--- src/rtl/lsu_controller_if.sv ---
// CPU-side request/response channel of the load/store sequencer.
// The master issues one request at a time and waits for the completion pulse.
interface lsu_controller_if;
  logic        req_valid;
  logic        req_ready;
  logic [2:0]  req_ldst;
  logic [31:0] req_addr;
  logic [31:0] req_wdata;
  logic        resp_valid;
  logic [31:0] resp_rdata;
  logic        resp_err;

  modport master (
    output req_valid, req_ldst, req_addr, req_wdata,
    input  req_ready, resp_valid, resp_rdata, resp_err
  );

  modport slave (
    input  req_valid, req_ldst, req_addr, req_wdata,
    output req_ready, resp_valid, resp_rdata, resp_err
  );
endinterface

--- src/rtl/lsu_controller.sv ---
// Load/store sequencer: alignment/MMIO decode, BRAM read-modify-write for
// sub-word stores, lane extraction with sign/zero extension for loads.
module lsu_controller #(
  parameter int          ADDR_W    = 14,
  parameter int          RD_LAT    = 1,
  parameter logic [31:0] MMIO_BASE = 32'hFFFF_FF00
) (
  input  logic              clk,
  input  logic              rst,
  lsu_controller_if.slave   bus,
  output logic              mem_en,
  output logic              mem_we,
  output logic [ADDR_W-1:0] mem_addr,
  output logic [31:0]       mem_wdata,
  input  logic [31:0]       mem_rdata,
  output logic              io_re,
  output logic              io_we,
  output logic [7:0]        io_addr,
  output logic [31:0]       io_wdata,
  input  logic [31:0]       io_rdata
);

  localparam logic [2:0] OP_LB  = 3'd0;
  localparam logic [2:0] OP_LH  = 3'd1;
  localparam logic [2:0] OP_LW  = 3'd2;
  localparam logic [2:0] OP_LBU = 3'd3;
  localparam logic [2:0] OP_LHU = 3'd4;
  localparam logic [2:0] OP_SB  = 3'd5;
  localparam logic [2:0] OP_SH  = 3'd6;
  localparam logic [2:0] OP_SW  = 3'd7;

  localparam logic [7:0] LOAD_LAST  = 8'(RD_LAT - 1);
  localparam logic [7:0] STORE_LAST = (RD_LAT >= 2) ? 8'(RD_LAT - 2) : 8'd0;

  typedef enum logic [2:0] {IDLE, ERR, ISSUE, WAIT, MERGE, IO, RESP} state_t;

  state_t      state_r;
  logic [2:0]  op_r;
  logic [1:0]  lane_r;
  logic [15:0] wdata_r;
  logic [7:0]  wait_cnt_r;
  logic [31:0] mem_wdata_r;
  logic        resp_valid_r;
  logic        resp_err_r;
  logic [31:0] resp_rdata_r;

  function automatic logic is_store(input logic [2:0] op);
    return (op == OP_SB) || (op == OP_SH) || (op == OP_SW);
  endfunction

  function automatic state_t decode(input logic [2:0] op, input logic [31:0] addr);
    logic   mis;
    logic   mmio;
    state_t nxt;
    mis  = (((op == OP_LH) || (op == OP_LHU) || (op == OP_SH)) && addr[0]) ||
           (((op == OP_LW) || (op == OP_SW)) && (addr[1:0] != 2'd0));
    mmio = (addr >= MMIO_BASE);
    if (mis)                                      nxt = ERR;
    else if (mmio && ((op == OP_SB) || (op == OP_SH))) nxt = ERR;
    else if (mmio)                                nxt = IO;
    else                                          nxt = ISSUE;
    return nxt;
  endfunction

  function automatic logic [31:0] load_extract(input logic [2:0] op, input logic [1:0] lane,
                                               input logic [31:0] word);
    logic [7:0]  b;
    logic [15:0] h;
    logic [31:0] r;
    b = word[8*lane +: 8];
    h = word[16*lane[1] +: 16];
    case (op)
      OP_LB:   r = {{24{b[7]}}, b};
      OP_LH:   r = {{16{h[15]}}, h};
      OP_LBU:  r = {24'd0, b};
      OP_LHU:  r = {16'd0, h};
      OP_LW:   r = word;
      default: r = 32'd0;
    endcase
    return r;
  endfunction

  function automatic logic [31:0] store_merge(input logic [2:0] op, input logic [1:0] lane,
                                              input logic [31:0] word, input logic [15:0] wd);
    logic [31:0] m;
    m = word;
    if (op == OP_SB) m[8*lane +: 8]       = wd[7:0];
    else             m[16*lane[1] +: 16]  = wd;
    return m;
  endfunction

  assign bus.req_ready  = (state_r == IDLE) && !rst;
  assign bus.resp_valid = resp_valid_r;
  assign bus.resp_err   = resp_err_r;
  assign bus.resp_rdata = resp_rdata_r;
  // The merge word is formed from the read data in the very cycle it arrives.
  assign mem_wdata = (state_r == MERGE) ? store_merge(op_r, lane_r, mem_rdata, wdata_r)
                                        : mem_wdata_r;

  // Sequencer FSM with all strobes and response fields registered.
  always_ff @(posedge clk or posedge rst) begin
    if (rst) begin
      state_r      <= IDLE;
      op_r         <= 3'd0;
      lane_r       <= 2'd0;
      wdata_r      <= 16'd0;
      wait_cnt_r   <= 8'd0;
      mem_en       <= 1'b0;
      mem_we       <= 1'b0;
      mem_addr     <= '0;
      mem_wdata_r  <= 32'd0;
      io_re        <= 1'b0;
      io_we        <= 1'b0;
      io_addr      <= 8'd0;
      io_wdata     <= 32'd0;
      resp_valid_r <= 1'b0;
      resp_err_r   <= 1'b0;
      resp_rdata_r <= 32'd0;
    end else begin
      mem_en       <= 1'b0;
      mem_we       <= 1'b0;
      io_re        <= 1'b0;
      io_we        <= 1'b0;
      resp_valid_r <= 1'b0;
      resp_err_r   <= 1'b0;
      resp_rdata_r <= 32'd0;
      case (state_r)
        IDLE: begin
          if (bus.req_valid) begin
            op_r    <= bus.req_ldst;
            lane_r  <= bus.req_addr[1:0];
            wdata_r <= bus.req_wdata[15:0];
            case (decode(bus.req_ldst, bus.req_addr))
              ERR: begin
                state_r      <= ERR;
                resp_valid_r <= 1'b1;
                resp_err_r   <= 1'b1;
              end
              IO: begin
                state_r  <= IO;
                io_re    <= !is_store(bus.req_ldst);
                io_we    <= is_store(bus.req_ldst);
                io_addr  <= bus.req_addr[7:0];
                io_wdata <= bus.req_wdata;
              end
              default: begin
                state_r     <= ISSUE;
                mem_en      <= 1'b1;
                mem_we      <= (bus.req_ldst == OP_SW);
                mem_addr    <= bus.req_addr[ADDR_W+1:2];
                mem_wdata_r <= (bus.req_ldst == OP_SW) ? bus.req_wdata : 32'd0;
              end
            endcase
          end else begin
            state_r <= IDLE;
          end
        end
        ERR: state_r <= IDLE;
        IO: begin
          state_r      <= RESP;
          resp_valid_r <= 1'b1;
          resp_rdata_r <= is_store(op_r) ? 32'd0 : load_extract(op_r, lane_r, io_rdata);
        end
        ISSUE: begin
          wait_cnt_r <= 8'd0;
          if (op_r == OP_SW) begin
            state_r      <= RESP;
            resp_valid_r <= 1'b1;
          end else if (is_store(op_r) && (RD_LAT == 1)) begin
            state_r <= MERGE;
            mem_en  <= 1'b1;
            mem_we  <= 1'b1;
          end else begin
            state_r <= WAIT;
          end
        end
        WAIT: begin
          wait_cnt_r <= wait_cnt_r + 8'd1;
          if (!is_store(op_r) && (wait_cnt_r == LOAD_LAST)) begin
            state_r      <= RESP;
            resp_valid_r <= 1'b1;
            resp_rdata_r <= load_extract(op_r, lane_r, mem_rdata);
          end else if (is_store(op_r) && (wait_cnt_r == STORE_LAST)) begin
            state_r <= MERGE;
            mem_en  <= 1'b1;
            mem_we  <= 1'b1;
          end else begin
            state_r <= WAIT;
          end
        end
        MERGE: begin
          state_r      <= RESP;
          resp_valid_r <= 1'b1;
        end
        RESP:    state_r <= IDLE;
        default: state_r <= IDLE;
      endcase
    end
  end

endmodule

--- src/flat_wrapper.sv ---
// flat-port wrapper written by rule: the top's interface ports become plain ports
module lsu_controller_flat 
#(
  parameter int          ADDR_W    = 14,
  parameter int          RD_LAT    = 1,
  parameter logic [31:0] MMIO_BASE = 32'hFFFF_FF00
)
  (clk, rst, mem_en, mem_we, mem_addr, mem_wdata, mem_rdata, io_re, io_we, io_addr, io_wdata, io_rdata, bus_req_valid, bus_req_ldst, bus_req_addr, bus_req_wdata, bus_req_ready, bus_resp_valid, bus_resp_rdata, bus_resp_err);
  lsu_controller_if bus_i ();
  input  logic clk;
  input  logic rst;
  output logic mem_en;
  output logic mem_we;
  output logic [ADDR_W-1:0] mem_addr;
  output logic [31:0] mem_wdata;
  input  logic [31:0] mem_rdata;
  output logic io_re;
  output logic io_we;
  output logic [7:0] io_addr;
  output logic [31:0] io_wdata;
  input  logic [31:0] io_rdata;
  input wire logic [$bits(bus_i.req_valid)-1:0] bus_req_valid;
  input wire logic [$bits(bus_i.req_ldst)-1:0] bus_req_ldst;
  input wire logic [$bits(bus_i.req_addr)-1:0] bus_req_addr;
  input wire logic [$bits(bus_i.req_wdata)-1:0] bus_req_wdata;
  output wire logic [$bits(bus_i.req_ready)-1:0] bus_req_ready;
  output wire logic [$bits(bus_i.resp_valid)-1:0] bus_resp_valid;
  output wire logic [$bits(bus_i.resp_rdata)-1:0] bus_resp_rdata;
  output wire logic [$bits(bus_i.resp_err)-1:0] bus_resp_err;
  assign bus_i.req_valid = bus_req_valid;
  assign bus_i.req_ldst = bus_req_ldst;
  assign bus_i.req_addr = bus_req_addr;
  assign bus_i.req_wdata = bus_req_wdata;
  assign bus_req_ready = bus_i.req_ready;
  assign bus_resp_valid = bus_i.resp_valid;
  assign bus_resp_rdata = bus_i.resp_rdata;
  assign bus_resp_err = bus_i.resp_err;
  lsu_controller #(.ADDR_W(ADDR_W), .RD_LAT(RD_LAT), .MMIO_BASE(MMIO_BASE)) u_core (.clk(clk), .rst(rst), .bus(bus_i), .mem_en(mem_en), .mem_we(mem_we), .mem_addr(mem_addr), .mem_wdata(mem_wdata), .mem_rdata(mem_rdata), .io_re(io_re), .io_we(io_we), .io_addr(io_addr), .io_wdata(io_wdata), .io_rdata(io_rdata));
endmodule
--- config.mk ---
export PLATFORM = sky130hd
export DESIGN_NAME = lsu_controller_flat
export DESIGN_NICKNAME = d
export VERILOG_FILES = /design/src/rtl/lsu_controller_if.sv /design/src/rtl/lsu_controller.sv /design/src/flat_wrapper.sv
export SDC_FILE = /design/constraint.sdc
export NUM_CORES = 1
export LEC_CHECK = 0
export ABC_CLOCK_PERIOD_IN_PS = 6100
export CAP_MARGIN = 10
export CORE_AREA = 8 8 176 178
export DETAILED_ROUTE_END_ITERATION = 12
export DIE_AREA = 0 0 184 186
export MAX_ROUTING_LAYER = met4
export PLACE_DENSITY = 0.61
export SLEW_MARGIN = 20
export SYNTH_ARGS = -nofsm -noshare
export SYNTH_HDL_FRONTEND = slang
export SYNTH_SLANG_ARGS = --single-unit
--- constraint.sdc ---
create_clock -name clk -period 6.1 [get_ports clk]
set_input_delay 0.61 -clock clk [delete_from_list [all_inputs] [get_ports clk]]
set_output_delay 0.61 -clock clk [all_outputs]
set_load 0.005 [all_outputs]
[Word-level counts from Yosys, hierarchy flattened]
Index checks and enable logic that the tools add are counted.
Storage, ports and cells
  register bits after elaboration: 156
  bits in latches: 0
  RAM bits: 0
  memory bits (read-only): 0
  bits of input ports: 134
  logic and storage cells: 120
  memories kept: 0
Operators by class
  add/subtract/negate cells: 3
  multipliers: 0
  divide/modulo/power cells: 0
  order comparisons: 1
  eq/ne operators: 19
  shifts and indexed selects: 8
  mux-type cells: 45
  bitwise gates (word level): 1
  reduce and logical (&&, ||, !) cells: 27
Operators with widths (number)
  one-hot mux 32 bit (5 select lines): 2
  2-to-1 mux 32 bit: 5
  negation 5 -> 34 bit: 2
  bitwise mux 32 bit: 2
  one-hot mux 32 bit (2 select lines): 1
  variable part select 32 x 6 -> 16 bit: 2
  variable part select 32 x 6 -> 8 bit: 2
  variable shift 16 x 34 -> 32 bit, first input constant: 1
  variable shift 8 x 34 -> 32 bit, first input constant: 1
  variable part select 16 x 34 -> 32 bit: 1
  variable part select 8 x 34 -> 32 bit: 1
  equality test 3 bit, second input constant: 11
  >= comparator 32 bit, second input constant: 1
  2-to-1 mux 3 bit: 10
  2-to-1 mux 1 bit: 19
  one-hot mux 8 bit (2 select lines): 1
  equality test 3 x 2 -> 1 bit, second input constant: 5
  one-hot mux 3 bit (4 select lines): 1
  equality test 3 x 1 -> 1 bit, second input constant: 3
  adder 8 x 1 -> 8 bit, second input constant: 1
  zero test 8 bit: 1
  logical OR 1 bit: 8
  logical AND 1 bit: 6
  zero test 3 bit: 2
  other kinds (9): 15

[Logic depth before layout (Yosys ltp)]
  depth after elaboration: 13
  gate-level depth with buffers: 8

[Worst setup path before layout]
No wires, ideal clock.
  kind: register to output
  start: register u_core.lane_r[1]
  end: output mem_wdata[30]
  arrival: 2120 ps
  required time: 5490 ps
  setup slack: 3370 ps
  stages on the path, launching flop included: 8
  path through: dfrtp_1 buf_4 inv_1 clkbuf_1 ha_1 nor4_2 a221oi_1 o31ai_1
On the way
  cells in the longest elaborated chain, start to end: 5
  elaborated cells between the ends (all ways): 10
RTL lines
  start: declaration: line lsu_controller.sv:39  | logic [1:0] lane_r;
  start signal: assignment: line lsu_controller.sv:131  | lane_r <= bus.req_addr[1:0];
  negation 5 -> 34 bit, on equally long branches: line lsu_controller.sv:88, lsu_controller.sv:87
  variable part select 16 x 34 -> 32 bit, or another cell as far along: line lsu_controller.sv:88  | else m[16*lane[1] +: 16] = wd;
  bitwise mux 32 bit, on equally long branches: line lsu_controller.sv:88, lsu_controller.sv:87
  2-to-1 mux 32 bit (*): line lsu_controller.sv:87  | if (op == OP_SB) m[8*lane +: 8] = wd[7:0];
  2-to-1 mux 32 bit (*): line lsu_controller.sv:97  | assign mem_wdata = (state_r == MERGE) ? store_merge(op_r, lane_r, mem_rdata, wdata_r)
  end: declaration: line flat_wrapper.sv:15  | output logic [31:0] mem_wdata;
Mark *: on every way between the ends. The rest lies on a longest branch, timed or not.

[Worst setup path after layout]
  start: register u_core.op_r[0]
  end: output mem_wdata[23]
On the way
  cells in the longest elaborated chain, start to end: 3
RTL lines
  start: declaration: line lsu_controller.sv:38  | logic [2:0] op_r;
  start signal: assignment: line lsu_controller.sv:130  | op_r <= bus.req_ldst;
  equality test 3 bit: line lsu_controller.sv:87
  2-to-1 mux 32 bit: line lsu_controller.sv:87
  2-to-1 mux 32 bit: line lsu_controller.sv:97
No other way between the ends.

==> key figures <==
Routing
  – Drt first pass iters: 6
  – Routed via count: 7593
  – Drt via density: between 5 and 6
  – Final ANT Viol Nets: 0
  – Detailed Route WL: 32.2 mm
  – Avg WL per Cell: 22.3 um
  – DRT iter0 DRCs: between 700 and 800
  – Residual DRC count: 0

Floorplanning
  – I/O pin cnt: 259
  – Core Area: approximately 28000 um^2
  – Starting Density: 29.5%
  – DIE AREA: 34200 um^2
  – Die width: 184 um
  – Die height: 186 um
  – Core Rows: 62

Run
  – Max Cap Viol: 0

Synth
  – Gate Count Post-Synth: 829
  – Post-synth design cell area: 8330 um^2
  – Yosys warns: 0
  – Synth async-reset ratio: 100%
  – Mapped Nets: between 900 and 1000
  – Seq cells post-synth: about 160
  – Number of synthesized flops with an enable pin: 0
  – Seq/Total Area, Yosys: between 40% and 50%
  – Post-synth top flop: dfrtp_1
  – Post-Syn Area per Cell: roughly 10 um^2
  – Distinct cell type count after synthesis: 56

STA
  – Worst slew margin: 25.9%
  – Fmax: 0.216 GHz
  – Worst Tran Pin Value: 1100 ps
  – RSZ-0062 raised after global routing: no
  – Max Slew Vio Count: 0
  – Fin crit share: between 70 and 80%
  – Hold Slack: 483 ps
  – Total Negative Setup Slacks: 0 ps
  – Setup Viol. Count Final: 0
  – Min cycle time layout: 4630 ps
  – Final hold viol count: 0
  – Setup Skew: 14.9 ps

Global route
  – Initial antenna violation count: 0
  – Total Routing Usage GR: 19.1%
  – First-pass GRT wire length: 48.2 mm
  – Vias in the first global route: 7762
  – Largest net degree at the start of global routing: 112
  – GRT overflow: 0

Clock network
  – Worst-Skew Late Latency: between 400 and 500 ps
  – H-tree levels: 4
  – Worst-path clk slew: 70 ps
  – Hold_buf cts: 0
  – Number of post-CTS setup repair buffers: 0
  – Post_cts resized: 0
  – CTS Root Buffer Type: clkbuf_16
  – Cts bufs inserted: 17
  – Clk buf depth: 2
  – CTS tree: done
  – TritonCTS Sinks: 156

Setup path
  – Arrival @ worst endpoint: 4020 ps
  – Worst Path Max Fanout: 21
  – Critical Path Start Type: flop
  – CP Capture Type: primary output
  – Req. time, crit path: roughly 5500 ps
  – CP Class: reg -> out

Placed design
  – Dpl cell area: 11200 um^2
  – Final GP Congestion: 0.846
  – Input/output buffers: 258
  – DP Wirelength: 23.7 mm

Run status
  – Run status: finished clean

Min path
  – Hold Path Class: reg -> reg

Power
  – PwrDens: 414 nW/um^2
  – Max VDD drop: 0.000235 V
  – Leakage power: 5.10 nW

Finish
  – Design Area, Final: between 10000 and 15000 um^2
  – Ant diodes: 0
  – Layout area overhead: 41.9%
  – Nets: between 1000 and 1500
  – Fillers: 2796
  – Fraction of layout cells with a size suffix above 1: around 8.0%
## layer usage
metal	part of all wire, %	global-route usage (%)	up-vias
met5	0	-	-
met1	43	23.8	3711
met4	1.8	5.13	0
met3	8.8	6.52	39
met2	46	29.1	344
li1	-	-	3499
## path summary, 6_finish.rpt
kind / start / endpoint / slack [ps] / cells past startpoint
worst max-delay path: u_core.op_r[0]$_DFFE_PP0P_ / mem_wdata[23] / 1470 / 6
worst min-delay path: u_core.wait_cnt_r[7]$_DFFE_PP0P_ / u_core.wait_cnt_r[7]$_DFFE_PP0P_ / 480 / 1
worst max register to register: u_core.state_r[0]$_DFF_PP0_ / u_core.io_wdata[9]$_DFFE_PP0P_ / 2850 / 5
worst min register to register: u_core.wait_cnt_r[7]$_DFFE_PP0P_ / u_core.wait_cnt_r[7]$_DFFE_PP0P_ / 480 / 1
max in group asynchronous: rst / u_core.wdata_r[15]$_DFFE_PP0P_ / 4170 / 3
min in group asynchronous: rst / u_core.bus.resp_valid$_DFF_PP0_ / 830 / 2
## worst max-delay path, stage by stage (launching register included)
cell and delay (ps):
dfrtp_1 790, and3b_1 800, nand2_1 170, o41ai_2 900, a221oi_1 200, a21oi_1 200
clkdlybuf4s50_1 540
## state kept, by name, summed over array words and instances, names as in the netlist, 2 cells and up
name and count:
u_core.wait_cnt_r 8, u_core.state_r 3, u_core.bus.resp_rdata 32, u_core.op_r 3, u_core.mem_addr 14, u_core.io_addr 8, u_core.io_wdata 32, u_core.wdata_r 16
u_core.lane_r 2, u_core.mem_wdata_r 32
## layout make-up
cell class / instances / area [um^2] / share of cell area, %
Clock inverter: 13 / 133 / 1.12
Sequential cell: 156 / 3910 / 33.0
Tap cell: 384 / 480 / 4.07
Inverter: 42 / 165 / 1.40
Clock buffer: 19 / 433 / 3.66
Timing Repair Buffer: 268 / 2670 / 22.6
Multi-Input combinational cell: 567 / 4030 / 34.1
## per-stage QoR
step                total power, mW  util [%]  setup WS (ps)  cells
finish                         4.89      41.8           1470   1449
global route                   5.19      41.8           1210   1449
CTS                            4.91      41.8           1490   1449
detailed placement             3.83      39.8           1970   1417
global placement               3.81      39.8           2110   1417
floorplan                      2.83         -           1280    829
## cells by family (layout without fill, tap and decap cells)
kind of cell    count (synthesis)  after routing  synth area share (%)
xor+xnor                        1              1                 0.105
flops                         156            156                  46.9
buf+inv                       106            342                  5.08
mux                           107            107                  14.2
fa+ha+maj                       7              7                  1.05
simple gates                  222            222                  12.9
compound gates                230            230                  19.8
## cells in the final DEF, fill, tap and decap left out, drive strengths merged, types with 23 or more instances in the layout
| cell type | Yosys | final |
|---|---|---|
| nand2 | 132 | 132 |
| clkdlybuf4s50 | 0 | 258 |
| mux2 | 69 | 69 |
| a21oi | 52 | 52 |
| nor2b | 23 | 23 |
| inv | 40 | 46 |
| a221oi | 52 | 52 |
| o22ai | 31 | 31 |
| dfrtp | 156 | 156 |
| mux2i | 36 | 36 |
## power by group
part / internal [mW] / leakage [nW] / switching [mW]
Combinational: 1.07 / 2.73 / 1.25
Sequential: 1.28 / 2.10 / 0.239
Clock: 0.574 / 0.275 / 0.481
## cell usage after synthesis, types with 21 or more instances
library cell	n	area share, %
dfrtp_1	156	47
nand2_1	132	6.0
a21oi_1	52	3.1
a221oi_1	52	5.5
mux2_1	45	6.1
clkbuf_1	42	1.9
inv_1	38	1.7
mux2i_1	36	4.3
o22ai_1	31	2.3
mux2_2	24	3.2
nor2b_1	23	1.7
a211oi_1	21	1.9
o31ai_1	21	1.9
(Power assumes the default switching activity.)
